<file path="src/rtl/bullet_pool_ctrl.sv">
// Pool of NUM_SLOTS player bullets: per-frame spawn, upward motion, box collision, slot freeing.
// Optional hold-to-fire behaviour is enabled by defining BULLET_POOL_AUTOFIRE_EN.
module bullet_pool_ctrl #(
  parameter int NUM_SLOTS  = 4,
  parameter int COORD_W    = 11,
  parameter int SPEED      = 8,
  parameter int COOLDOWN   = 8,
  parameter int BULLET_W   = 32,
  parameter int BULLET_H   = 64,
  parameter int TGT_W      = 128,
  parameter int TGT_H      = 128,
  localparam int IDX_W     = (NUM_SLOTS > 1) ? $clog2(NUM_SLOTS) : 1
) (
  input  logic                 clk,
  input  logic                 rst,
  input  logic                 frame_tick,
  input  logic                 fire,
  input  logic [COORD_W-1:0]   spawn_x,
  input  logic [COORD_W-1:0]   spawn_y,
  input  logic [COORD_W-1:0]   tgt_x,
  input  logic [COORD_W-1:0]   tgt_y,
  input  logic [IDX_W-1:0]     rd_idx,
  output logic [COORD_W-1:0]   rd_x,
  output logic [COORD_W-1:0]   rd_y,
  output logic                 rd_valid,
  output logic [NUM_SLOTS-1:0] active_mask,
  output logic                 hit_pulse,
  output logic [15:0]          hit_count,
  output logic                 busy
);

  localparam int EXT_W = COORD_W + 1;
  localparam int CD_W  = (COOLDOWN > 0) ? $clog2(COOLDOWN + 1) : 1;

  localparam logic [COORD_W-1:0] SPEED_C    = COORD_W'(SPEED);
  localparam logic [CD_W-1:0]    COOLDOWN_C = CD_W'(COOLDOWN);
  localparam logic [EXT_W-1:0]   BW_E       = EXT_W'(BULLET_W);
  localparam logic [EXT_W-1:0]   BH_E       = EXT_W'(BULLET_H);
  localparam logic [EXT_W-1:0]   TW_E       = EXT_W'(TGT_W);
  localparam logic [EXT_W-1:0]   TH_E       = EXT_W'(TGT_H);
  localparam logic [IDX_W-1:0]   LAST_IDX   = IDX_W'(NUM_SLOTS - 1);
  localparam logic [IDX_W:0]     NSLOT_E    = (IDX_W + 1)'(NUM_SLOTS);

  typedef enum logic [1:0] {
    ST_IDLE   = 2'd0,
    ST_SPAWN  = 2'd1,
    ST_UPDATE = 2'd2
  } state_t;

  state_t               state_r;
  state_t               state_nx_s;
  logic [IDX_W-1:0]     idx_r;
  logic [COORD_W-1:0]   slot_x_r [NUM_SLOTS];
  logic [COORD_W-1:0]   slot_y_r [NUM_SLOTS];
  logic [NUM_SLOTS-1:0] live_r;
  logic [CD_W-1:0]      cooldown_r;
  logic                 fire_prev_r;
  logic                 fire_pend_r;
  logic                 hit_pulse_r;
  logic [15:0]          hit_count_r;
  logic                 busy_r;

  logic                 spawn_en_s;
  logic                 update_en_s;
  logic                 fire_set_s;
  logic                 auto_fire_s;
  logic                 any_free_s;
  logic [IDX_W-1:0]     free_idx_s;
  logic                 alloc_ok_s;
  logic [COORD_W-1:0]   cur_x_s;
  logic [COORD_W-1:0]   cur_y_s;
  logic [COORD_W-1:0]   ynew_s;
  logic                 cur_live_s;
  logic                 exit_s;
  logic                 ovl_x_s;
  logic                 ovl_y_s;
  logic                 hit_s;
  logic                 free_s;

  // Lowest-index free slot; scanning downward leaves the smallest index last.
  function automatic logic [IDX_W-1:0] lowest_free(input logic [NUM_SLOTS-1:0] live);
    logic [IDX_W-1:0] idx;
    idx = {IDX_W{1'b0}};
    for (int i = NUM_SLOTS - 1; i >= 0; i--) begin
      if (!live[i]) begin
        idx = IDX_W'(i);
      end else begin
        idx = idx;
      end
    end
    return idx;
  endfunction

`ifdef BULLET_POOL_AUTOFIRE_EN
  assign auto_fire_s = frame_tick & fire & (state_r == ST_IDLE);
`else
  assign auto_fire_s = 1'b0;
`endif

  // Frame FSM state register.
  always_ff @(posedge clk or negedge rst) begin
    if (!rst) begin
      state_r <= ST_IDLE;
    end else begin
      state_r <= state_nx_s;
    end
  end

  // Frame FSM next-state logic; ticks arriving mid-sweep are ignored.
  always_comb begin
    state_nx_s = state_r;
    case (state_r)
      ST_IDLE: begin
        if (frame_tick) state_nx_s = ST_SPAWN;
        else            state_nx_s = ST_IDLE;
      end
      ST_SPAWN:  state_nx_s = ST_UPDATE;
      ST_UPDATE: begin
        if (idx_r == LAST_IDX) state_nx_s = ST_IDLE;
        else                   state_nx_s = ST_UPDATE;
      end
      default:   state_nx_s = ST_IDLE;
    endcase
  end

  // Frame FSM decoded phase strobes.
  always_comb begin
    spawn_en_s  = 1'b0;
    update_en_s = 1'b0;
    case (state_r)
      ST_SPAWN:  spawn_en_s  = 1'b1;
      ST_UPDATE: update_en_s = 1'b1;
      default: begin
        spawn_en_s  = 1'b0;
        update_en_s = 1'b0;
      end
    endcase
  end

  // Spawn decision and per-slot motion/collision for the slot under the sweep index.
  always_comb begin
    fire_set_s = (fire & ~fire_prev_r) | auto_fire_s;
    any_free_s = ~(&live_r);
    free_idx_s = lowest_free(live_r);
    alloc_ok_s = fire_pend_r & (cooldown_r == {CD_W{1'b0}}) & any_free_s;
    cur_x_s    = slot_x_r[idx_r];
    cur_y_s    = slot_y_r[idx_r];
    cur_live_s = live_r[idx_r];
    exit_s     = (cur_y_s < SPEED_C);
    ynew_s     = cur_y_s - SPEED_C;
    // One extra bit keeps edge sums near the screen limit from wrapping.
    ovl_x_s    = (({1'b0, cur_x_s} + BW_E) > {1'b0, tgt_x}) &&
                 ({1'b0, cur_x_s} < ({1'b0, tgt_x} + TW_E));
    ovl_y_s    = (({1'b0, ynew_s} + BH_E) > {1'b0, tgt_y}) &&
                 ({1'b0, ynew_s} < ({1'b0, tgt_y} + TH_E));
    hit_s      = update_en_s & cur_live_s & ~exit_s & ovl_x_s & ovl_y_s;
    free_s     = update_en_s & cur_live_s & (exit_s | hit_s);
  end

  // Sweep index: cleared on entry to UPDATE, advanced once per visited slot.
  always_ff @(posedge clk or negedge rst) begin
    if (!rst) begin
      idx_r <= {IDX_W{1'b0}};
    end else if (spawn_en_s) begin
      idx_r <= {IDX_W{1'b0}};
    end else if (update_en_s && (idx_r != LAST_IDX)) begin
      idx_r <= idx_r + {{(IDX_W-1){1'b0}}, 1'b1};
    end
  end

  // Fire capture: a new request survives until the next SPAWN consumes it.
  always_ff @(posedge clk or negedge rst) begin
    if (!rst) begin
      fire_prev_r <= 1'b0;
      fire_pend_r <= 1'b0;
    end else begin
      fire_prev_r <= fire;
      if (fire_set_s) begin
        fire_pend_r <= 1'b1;
      end else if (spawn_en_s) begin
        fire_pend_r <= 1'b0;
      end
    end
  end

  // Cooldown: loaded on a successful spawn, otherwise counts down once per frame.
  always_ff @(posedge clk or negedge rst) begin
    if (!rst) begin
      cooldown_r <= {CD_W{1'b0}};
    end else if (spawn_en_s) begin
      if (alloc_ok_s) begin
        cooldown_r <= COOLDOWN_C;
      end else if (cooldown_r != {CD_W{1'b0}}) begin
        cooldown_r <= cooldown_r - {{(CD_W-1){1'b0}}, 1'b1};
      end
    end
  end

  // Slot storage: allocation in SPAWN, motion and freeing in UPDATE.
  always_ff @(posedge clk or negedge rst) begin
    if (!rst) begin
      for (int i = 0; i < NUM_SLOTS; i++) begin
        slot_x_r[i] <= {COORD_W{1'b0}};
        slot_y_r[i] <= {COORD_W{1'b0}};
      end
      live_r <= {NUM_SLOTS{1'b0}};
    end else if (spawn_en_s && alloc_ok_s) begin
      slot_x_r[free_idx_s] <= spawn_x;
      slot_y_r[free_idx_s] <= spawn_y;
      live_r[free_idx_s]   <= 1'b1;
    end else if (update_en_s && cur_live_s) begin
      if (!exit_s) begin
        slot_y_r[idx_r] <= ynew_s;
      end
      if (free_s) begin
        live_r[idx_r] <= 1'b0;
      end
    end
  end

  // Hit reporting: one pulse per collision, saturating total.
  always_ff @(posedge clk or negedge rst) begin
    if (!rst) begin
      hit_pulse_r <= 1'b0;
      hit_count_r <= 16'h0000;
    end else begin
      hit_pulse_r <= hit_s;
      if (hit_s && (hit_count_r != 16'hFFFF)) begin
        hit_count_r <= hit_count_r + 16'h0001;
      end
    end
  end

  // Busy follows the FSM leaving IDLE and returning to it.
  always_ff @(posedge clk or negedge rst) begin
    if (!rst) begin
      busy_r <= 1'b0;
    end else begin
      busy_r <= (state_nx_s != ST_IDLE);
    end
  end

  // Indexed readout for the video path; out-of-range indices read as an empty slot.
  always_comb begin
    rd_x     = {COORD_W{1'b0}};
    rd_y     = {COORD_W{1'b0}};
    rd_valid = 1'b0;
    if ({1'b0, rd_idx} < NSLOT_E) begin
      rd_x     = slot_x_r[rd_idx];
      rd_y     = slot_y_r[rd_idx];
      rd_valid = live_r[rd_idx];
    end else begin
      rd_x     = {COORD_W{1'b0}};
      rd_y     = {COORD_W{1'b0}};
      rd_valid = 1'b0;
    end
  end

  assign active_mask = live_r;
  assign hit_pulse   = hit_pulse_r;
  assign hit_count   = hit_count_r;
  assign busy        = busy_r;

endmodule

</file>
<file path="config.mk">
export PLATFORM = sky130hd
export DESIGN_NAME = bullet_pool_ctrl
export DESIGN_NICKNAME = d
export VERILOG_FILES = /design/src/rtl/bullet_pool_ctrl.sv
export SDC_FILE = /design/constraint.sdc
export NUM_CORES = 1
export LEC_CHECK = 0
export CORE_MARGIN = 4
export CORE_UTILIZATION = 60
export DETAILED_ROUTE_END_ITERATION = 12
export GPL_TIMING_DRIVEN = 0
export PLACE_DENSITY = 0.85
export RECOVER_POWER = 50
export SYNTH_ARGS = -nofsm -noshare
export SYNTH_HDL_FRONTEND = slang
export SYNTH_SLANG_ARGS = --single-unit
</file>
<file path="constraint.sdc">
create_clock -name clk -period 10.75 [get_ports clk]
set_clock_uncertainty 0.2 [all_clocks]
set_input_delay 2.15 -clock clk [delete_from_list [all_inputs] [get_ports clk]]
set_output_delay 2.15 -clock clk [all_outputs]
set_load 0.05 [all_outputs]
</file>
# ---- Word-level counts from Yosys, hierarchy flattened
# Index checks and enable logic that the tools add are counted.
# W data, S select, Z words.
dict set report op_classes {
  reduce_logical 23
  n_addsub 8
  eq_ne 6
  muxes 48
  order_cmp 15
  bitwise_logic 18
}
# cell n
set ops {}
lappend ops {{$bwmux W44} 3}
lappend ops {{$mux W44} 3}
lappend ops {{$mux W11} 10}
lappend ops {{$bmux W11 S2} 4}
lappend ops {{$demux W11 S2} 2}
lappend ops {{$add A11 B8 Y12 const B} 2}
lappend ops {{$gt A12 B11 Y1} 2}
lappend ops {{$lt A11 B12 Y1} 2}
lappend ops {{$mux W4} 5}
lappend ops {{$add A16 B1 Y16 const B} 1}
lappend ops {{$ne A16 B16 Y1 const B} 1}
lappend ops {{$mux W2} 7}
lappend ops {{$add A11 B6 Y12 const B} 1}
lappend ops {{$add A11 B7 Y12 const B} 1}
lappend ops {{$reduce_bool A2 Y1} 6}
lappend ops {{$lt A11 B4 Y1 const B} 1}
lappend ops {{$sub A11 B4 Y11 const B} 1}
lappend ops {{$logic_and A1 B1 Y1} 10}
lappend ops {{$ge A3 B3 Y1 const B} 3}
lappend ops {{$lt A2 B3 Y1 const B} 3}
lappend ops {{$mux W1} 9}
lappend ops {{$not A2 Y3} 3}
lappend ops {{$and A1 B1 Y1} 8}
lappend ops {{$lt A3 B1 Y1 const B} 2}
lappend ops {{20 further kinds} 28}
dict set report word_totals {
  wordCells 135
  in_bits 50
  output_inout_bits 45
  register_bits 120
}

# ---- Longest topological paths before layout
dict set report logic_depth {
  word_depth 14
  ltp_mapped 21
  mapped_depth_nobuf 18
}

# ---- Worst setup path before layout
# OpenSTA, ideal clock, no wires.
dict set report synth_path {
  kind {input to output}
  start {input port rd_idx[0]}
  end {output port rd_x[1]}
  path_stages 3
  setup_slack_ns 4.727
  n_path_buf 2
  required_time_ns 8.400
  t_arrival_ns 3.673
  cell_sequence {clkbuf_1 > buf_1 > mux4_2}
}
dict set report synth_via {
  elab_chain_cells 4
}
# element line_no
set synth_rtl {}
lappend synth_rtl {{from (decl)} 22} ;# input logic [IDX_W-1:0] rd_idx,
lappend synth_rtl {{$not A2 Y3 (not written as such)} 249} ;# rd_x = slot_x_r[rd_idx];
lappend synth_rtl {{$bmux W11 S2} 249}
lappend synth_rtl {{$mux W11 (not written as such) (2 in a row)} 249}
lappend synth_rtl {{to (decl)} 23} ;# output logic [COORD_W-1:0] rd_x,
# Every way passes these cells. The select of a mux whose other input is x is not followed.

==> results_tabular.tex <==
\begin{tabular}{lr}
\hline
Metric & Value \\
\hline
\multicolumn{2}{l}{\textbf{Outcome}} \\
Run status & finished, violations left \\
Failing checks & capacitance limit, slew limit \\
\multicolumn{2}{l}{\textbf{Yosys}} \\
Cell type with the highest aggregate area in the netlist & sky130\_fd\_sc\_hd\_\_dfrtp\_1 \\
Nets in the synthesized netlist & around 800 \\
Count of flip-flops with a built-in enable after synthesis & 0 \\
Top cells by area, synth & sky130\_fd\_sc\_hd\_\_dfrtp\_1 (40\%), sky130\_fd\_sc\_hd\_\_mux4\_2 (14\%), sky130\_fd\_sc\_hd\_\_ha\_1 (7.5\%) \\
Area share of the leading cell type in the synthesized netlist & 0.398 \\
Number of warnings printed during yosys synthesis & 0 \\
Part of the Yosys area used for sequential elements & 0.398 \\
Synthesized cell area & 7540 um2 \\
Post-synthesis average cell area & 11.0 um2 \\
Post-synthesis cell type count & 52 \\
Flip-flop and latch count after synthesis & between 100 and 150 \\
Mapped Cells & 686 \\
Async set-reset flop share out of synthesis & 1.00 \\
Primary flip-flop cell chosen by synthesis mapping & sky130\_fd\_sc\_hd\_\_dfrtp\_1 \\
\multicolumn{2}{l}{\textbf{Placement}} \\
Final Wtd Congestion & 0.864 \\
Dpl hpwl & roughly 15000 um \\
Buffers on Ports & 93 \\
Placed instance area & approximately 8700 um2 \\
\multicolumn{2}{l}{\textbf{Pwr}} \\
Leak pwr & 0.00411 uW \\
Max VDD drop & roughly 170 uV \\
Power Density & roughly 310 nW/um2 \\
\multicolumn{2}{l}{\textbf{Clock network}} \\
Clock transition at the register clock pins on the worst setup and hold paths after CTS & 50 ps \\
Post-CTS Hold Fix Bufs & 0 \\
Number of sinks on the clock net & 120 \\
Maximum buffer depth of the clock tree & 2 \\
Max H-tree Level & 4 \\
Number of cells upsized or downsized after cts & 0 \\
Buffer count from post-CTS setup fixing & 0 \\
Worst skew pair latency & $\sim$420 ps \\
Clk root buf & sky130\_fd\_sc\_hd\_\_clkbuf\_16 \\
TritonCTS clock tree & yes \\
Total CTS buffers & 17 \\
\multicolumn{2}{l}{\textbf{Worst setup path}} \\
Crit Path Category & in2async \\
Stage delay of the slowest cell on the critical path & about 3500 ps \\
Slowest stage cell on the critical path & sky130\_fd\_sc\_hd\_\_clkbuf\_1 \\
Arrival time worst endpoint & 6790 ps \\
Buf/Inv on CP & 2 \\
Most Frequent Cell on Critical Path & sky130\_fd\_sc\_hd\_\_clkbuf\_1 \\
CP Max Fanout & slightly above 90 \\
Category of the worst setup path launch point & primary input \\
Capturing element type of the critical path & async pin \\
Required time at the endpoint of the critical path & approximately 9900 ps \\
Worst path top cell family by delay & buffers and inverters \\
Chain of cells forming the critical path & clkbuf\_1 > clkbuf\_1 \\
\multicolumn{2}{l}{\textbf{Route}} \\
Final routed wirelength across all metal layers & $\sim$21000 um \\
Length of the first detailed-routing pass in iterations & 7 \\
Avg Vias per Cell & 6.55 \\
Vias & approximately 6400 \\
Routed len/inst & approximately 22 um \\
Initial drt markers & roughly 800 \\
Antenna-violating nets left & 0 \\
DRC violation count after routing & 0 \\
\multicolumn{2}{l}{\textbf{Timing}} \\
Upper clock frequency limit & approximately 130 MHz \\
Final count of hold timing violations & 0 \\
Post-route minimum period & 7660 ps \\
Portion of the clock cycle consumed by the worst path in the final layout & 0.712 \\
Number of pins exceeding their max-slew limit in the final report & 94 \\
Total of endpoints with negative setup slack in the final report & 0 \\
Slew of the pin with the lowest slew margin & 4950 ps \\
Max-slew headroom at the worst pin & -2.30 \\
Unrepaired setup endpoints after global routing & no \\
Final hold slack & 239 ps \\
Setup total negative slack & 0 ps \\
\multicolumn{2}{l}{\textbf{Hold path}} \\
Min-Delay Path Class & reg2reg \\
\multicolumn{2}{l}{\textbf{Floorplan}} \\
Starting density of the core & 0.620 \\
Area of the placeable core & between 10000 and 15000 um2 \\
Die area & $\sim$14000 um2 \\
Die Height & $\sim$120 um \\
Die width & 120 um \\
Number of primary I/O pins & 95 \\
Core Rows & 40 \\
\multicolumn{2}{l}{\textbf{Global routing}} \\
Global-route wire length before repair & 34000 um \\
Initial antenna violation count & 0 \\
Final global-route overflow total & 0 \\
Via count of the first global-routing pass & 6662 \\
Largest net degree at the start of global routing & 94 \\
Total Routing Usage GR & 0.305 \\
\multicolumn{2}{l}{\textbf{Finish}} \\
Number of diodes added for antenna fixing & 0 \\
Combined flip-flop and latch cell area & around 3000 um2 \\
Multi-input gate area & between 4000 and 5000 um2 \\
Synthesis-to-finish area growth & 23.2\% \\
Filler cell count in the final layout & roughly 760 \\
Final \#Nets & about 890 \\
Fraction of final layout cells with drive strength greater than 1 & 0.170 \\
Area of all placed cells without fillers & approximately 9300 um2 \\
\multicolumn{2}{l}{\textbf{Run}} \\
Number of maximum-capacitance violations & 1 \\
\hline
\end{tabular}
==> flip-flops by register name, indices dropped and copies added, names as in the netlist <==
| name | cells |
|---|---|
| idx_r | 2 |
| fire_pend_r | 1 |
| cooldown_r | 4 |
| fire_prev_r | 1 |
| hit_count | 16 |
| hit_pulse | 1 |
| state_r | 2 |
| slot_y_r | 44 |
| active_mask | 4 |
| slot_x_r | 44 |
| busy | 1 |
==> Yosys cell counts, drive strengths merged (2+ instances only) <==
cell and n:
dfrtp 120, nand2 67, o21ai 57, mux2 47, mux4 46, ha 45
a22oi 44, inv 38, clkbuf 29, a21oi 22, nor3 19, nand3 17
xor2 17, nor2 15, xnor2 15, buf 9, nand4 8, nor2b 7
a21o 6, and2 6, nand3b 6, and3 5, nor3b 4, o211ai 4
or2 4, a22o 3, nand2b 3, a211o 2, a221oi 2, a31oi 2
and4 2, nand4b 2, or4b 2
==> power breakdown <==
part | total [uW] | switching (uW) | internal (uW)
Clock | 592 | 197 | 396
Sequential | 737 | 130 | 607
Combinational | 1550 | 941 | 610
==> area by class of cell <==
| cell class | count | area share |
|---|---|---|
| buffer | 38 | 0.0174 |
| clock buffer | 21 | 0.0495 |
| clock inverter | 10 | 0.0162 |
| inverter | 38 | 0.0153 |
| multi-input combinational | 490 | 0.456 |
| sequential | 120 | 0.323 |
| tap | 168 | 0.0226 |
| timing repair buffer | 94 | 0.0999 |
==> path summary, 6_finish.rpt <==
| kind | from | end | slack [ps] | depth (start not counted) |
|---|---|---|---|---|
| hold / removal | fire_prev_r | fire_pend_r | 240 | 1 |
| min in group asynchronous | rst | hit_count[8] | 1860 | 1 |
| max in group clk | rd_idx[0] | rd_y[2] | 3760 | 4 |
| setup / recovery | rst | slot_x_r[4] | 3090 | 2 |
| hold reg to reg | fire_prev_r | fire_pend_r | 240 | 1 |
| setup reg to reg | idx_r[1] | hit_count[1] | 4870 | 17 |
==> per-stage QoR <==
stage          total power [uW]  setup slack (ps)  std cells  utilization
5_1_grt                    3060              2000        979        0.764
6_report                   2880              3090        979        0.764
2_1_floorplan              1800              4730        686            -
3_3_place_gp               2170              2860        947        0.714
3_5_place_dp               2250              3750        948        0.716
4_1_cts                    2860              3720        979        0.767
==> cell families (layout without fill, tap and decap cells) <==
kind of cell | Yosys count | after routing | synth area share
multiplexers | 93 | 93 | 0.207
AND/OR/NAND/NOR | 171 | 171 | 0.117
adder cells (fa/ha/maj) | 45 | 45 | 0.0746
buffers and inverters | 76 | 201 | 0.0403
XOR/XNOR | 32 | 32 | 0.0381
AO/OA/AOI/OAI | 149 | 149 | 0.124
flip-flops | 120 | 120 | 0.398
==> metal layers <==
metal  up-vias  wire [um]  GRT usage
met5         -          0          0
met4         0        750      0.122
met3        93       2250     0.0914
met2       452      10400      0.502
met1      3094       7770      0.379
li1       2772          -          -
==> placed cells by master, fill, tap and decap left out, drive strengths merged, types with 2 or more instances in the layout <==
cell | synthesis | final
nand3 | 17 | 17
nand4 | 8 | 8
a21o | 6 | 6
nand3b | 6 | 6
and2 | 6 | 6
a22oi | 44 | 44
mux2 | 47 | 47
inv | 38 | 38
bufinv | 0 | 4
a21oi | 22 | 22
a211o | 2 | 2
nor3b | 4 | 4
dfrtp | 120 | 120
dlygate4sd3 | 0 | 4
o21ai | 57 | 57
nand4b | 2 | 2
xnor2 | 15 | 15
a221oi | 2 | 2
or2 | 4 | 4
clkdlybuf4s50 | 0 | 88
nand2b | 3 | 3
nor2b | 7 | 7
clkinv | 0 | 6
o211ai | 4 | 4
nor2 | 15 | 15
xor2 | 17 | 17
and3 | 5 | 5
a31oi | 2 | 2
buf | 9 | 8
nand2 | 67 | 67
or4b | 2 | 2
clkbuf | 29 | 53
mux4 | 46 | 46
a22o | 3 | 3
and4 | 2 | 2
ha | 45 | 45
nor3 | 19 | 19
Note: power is estimated with default switching activity, not from simulation.
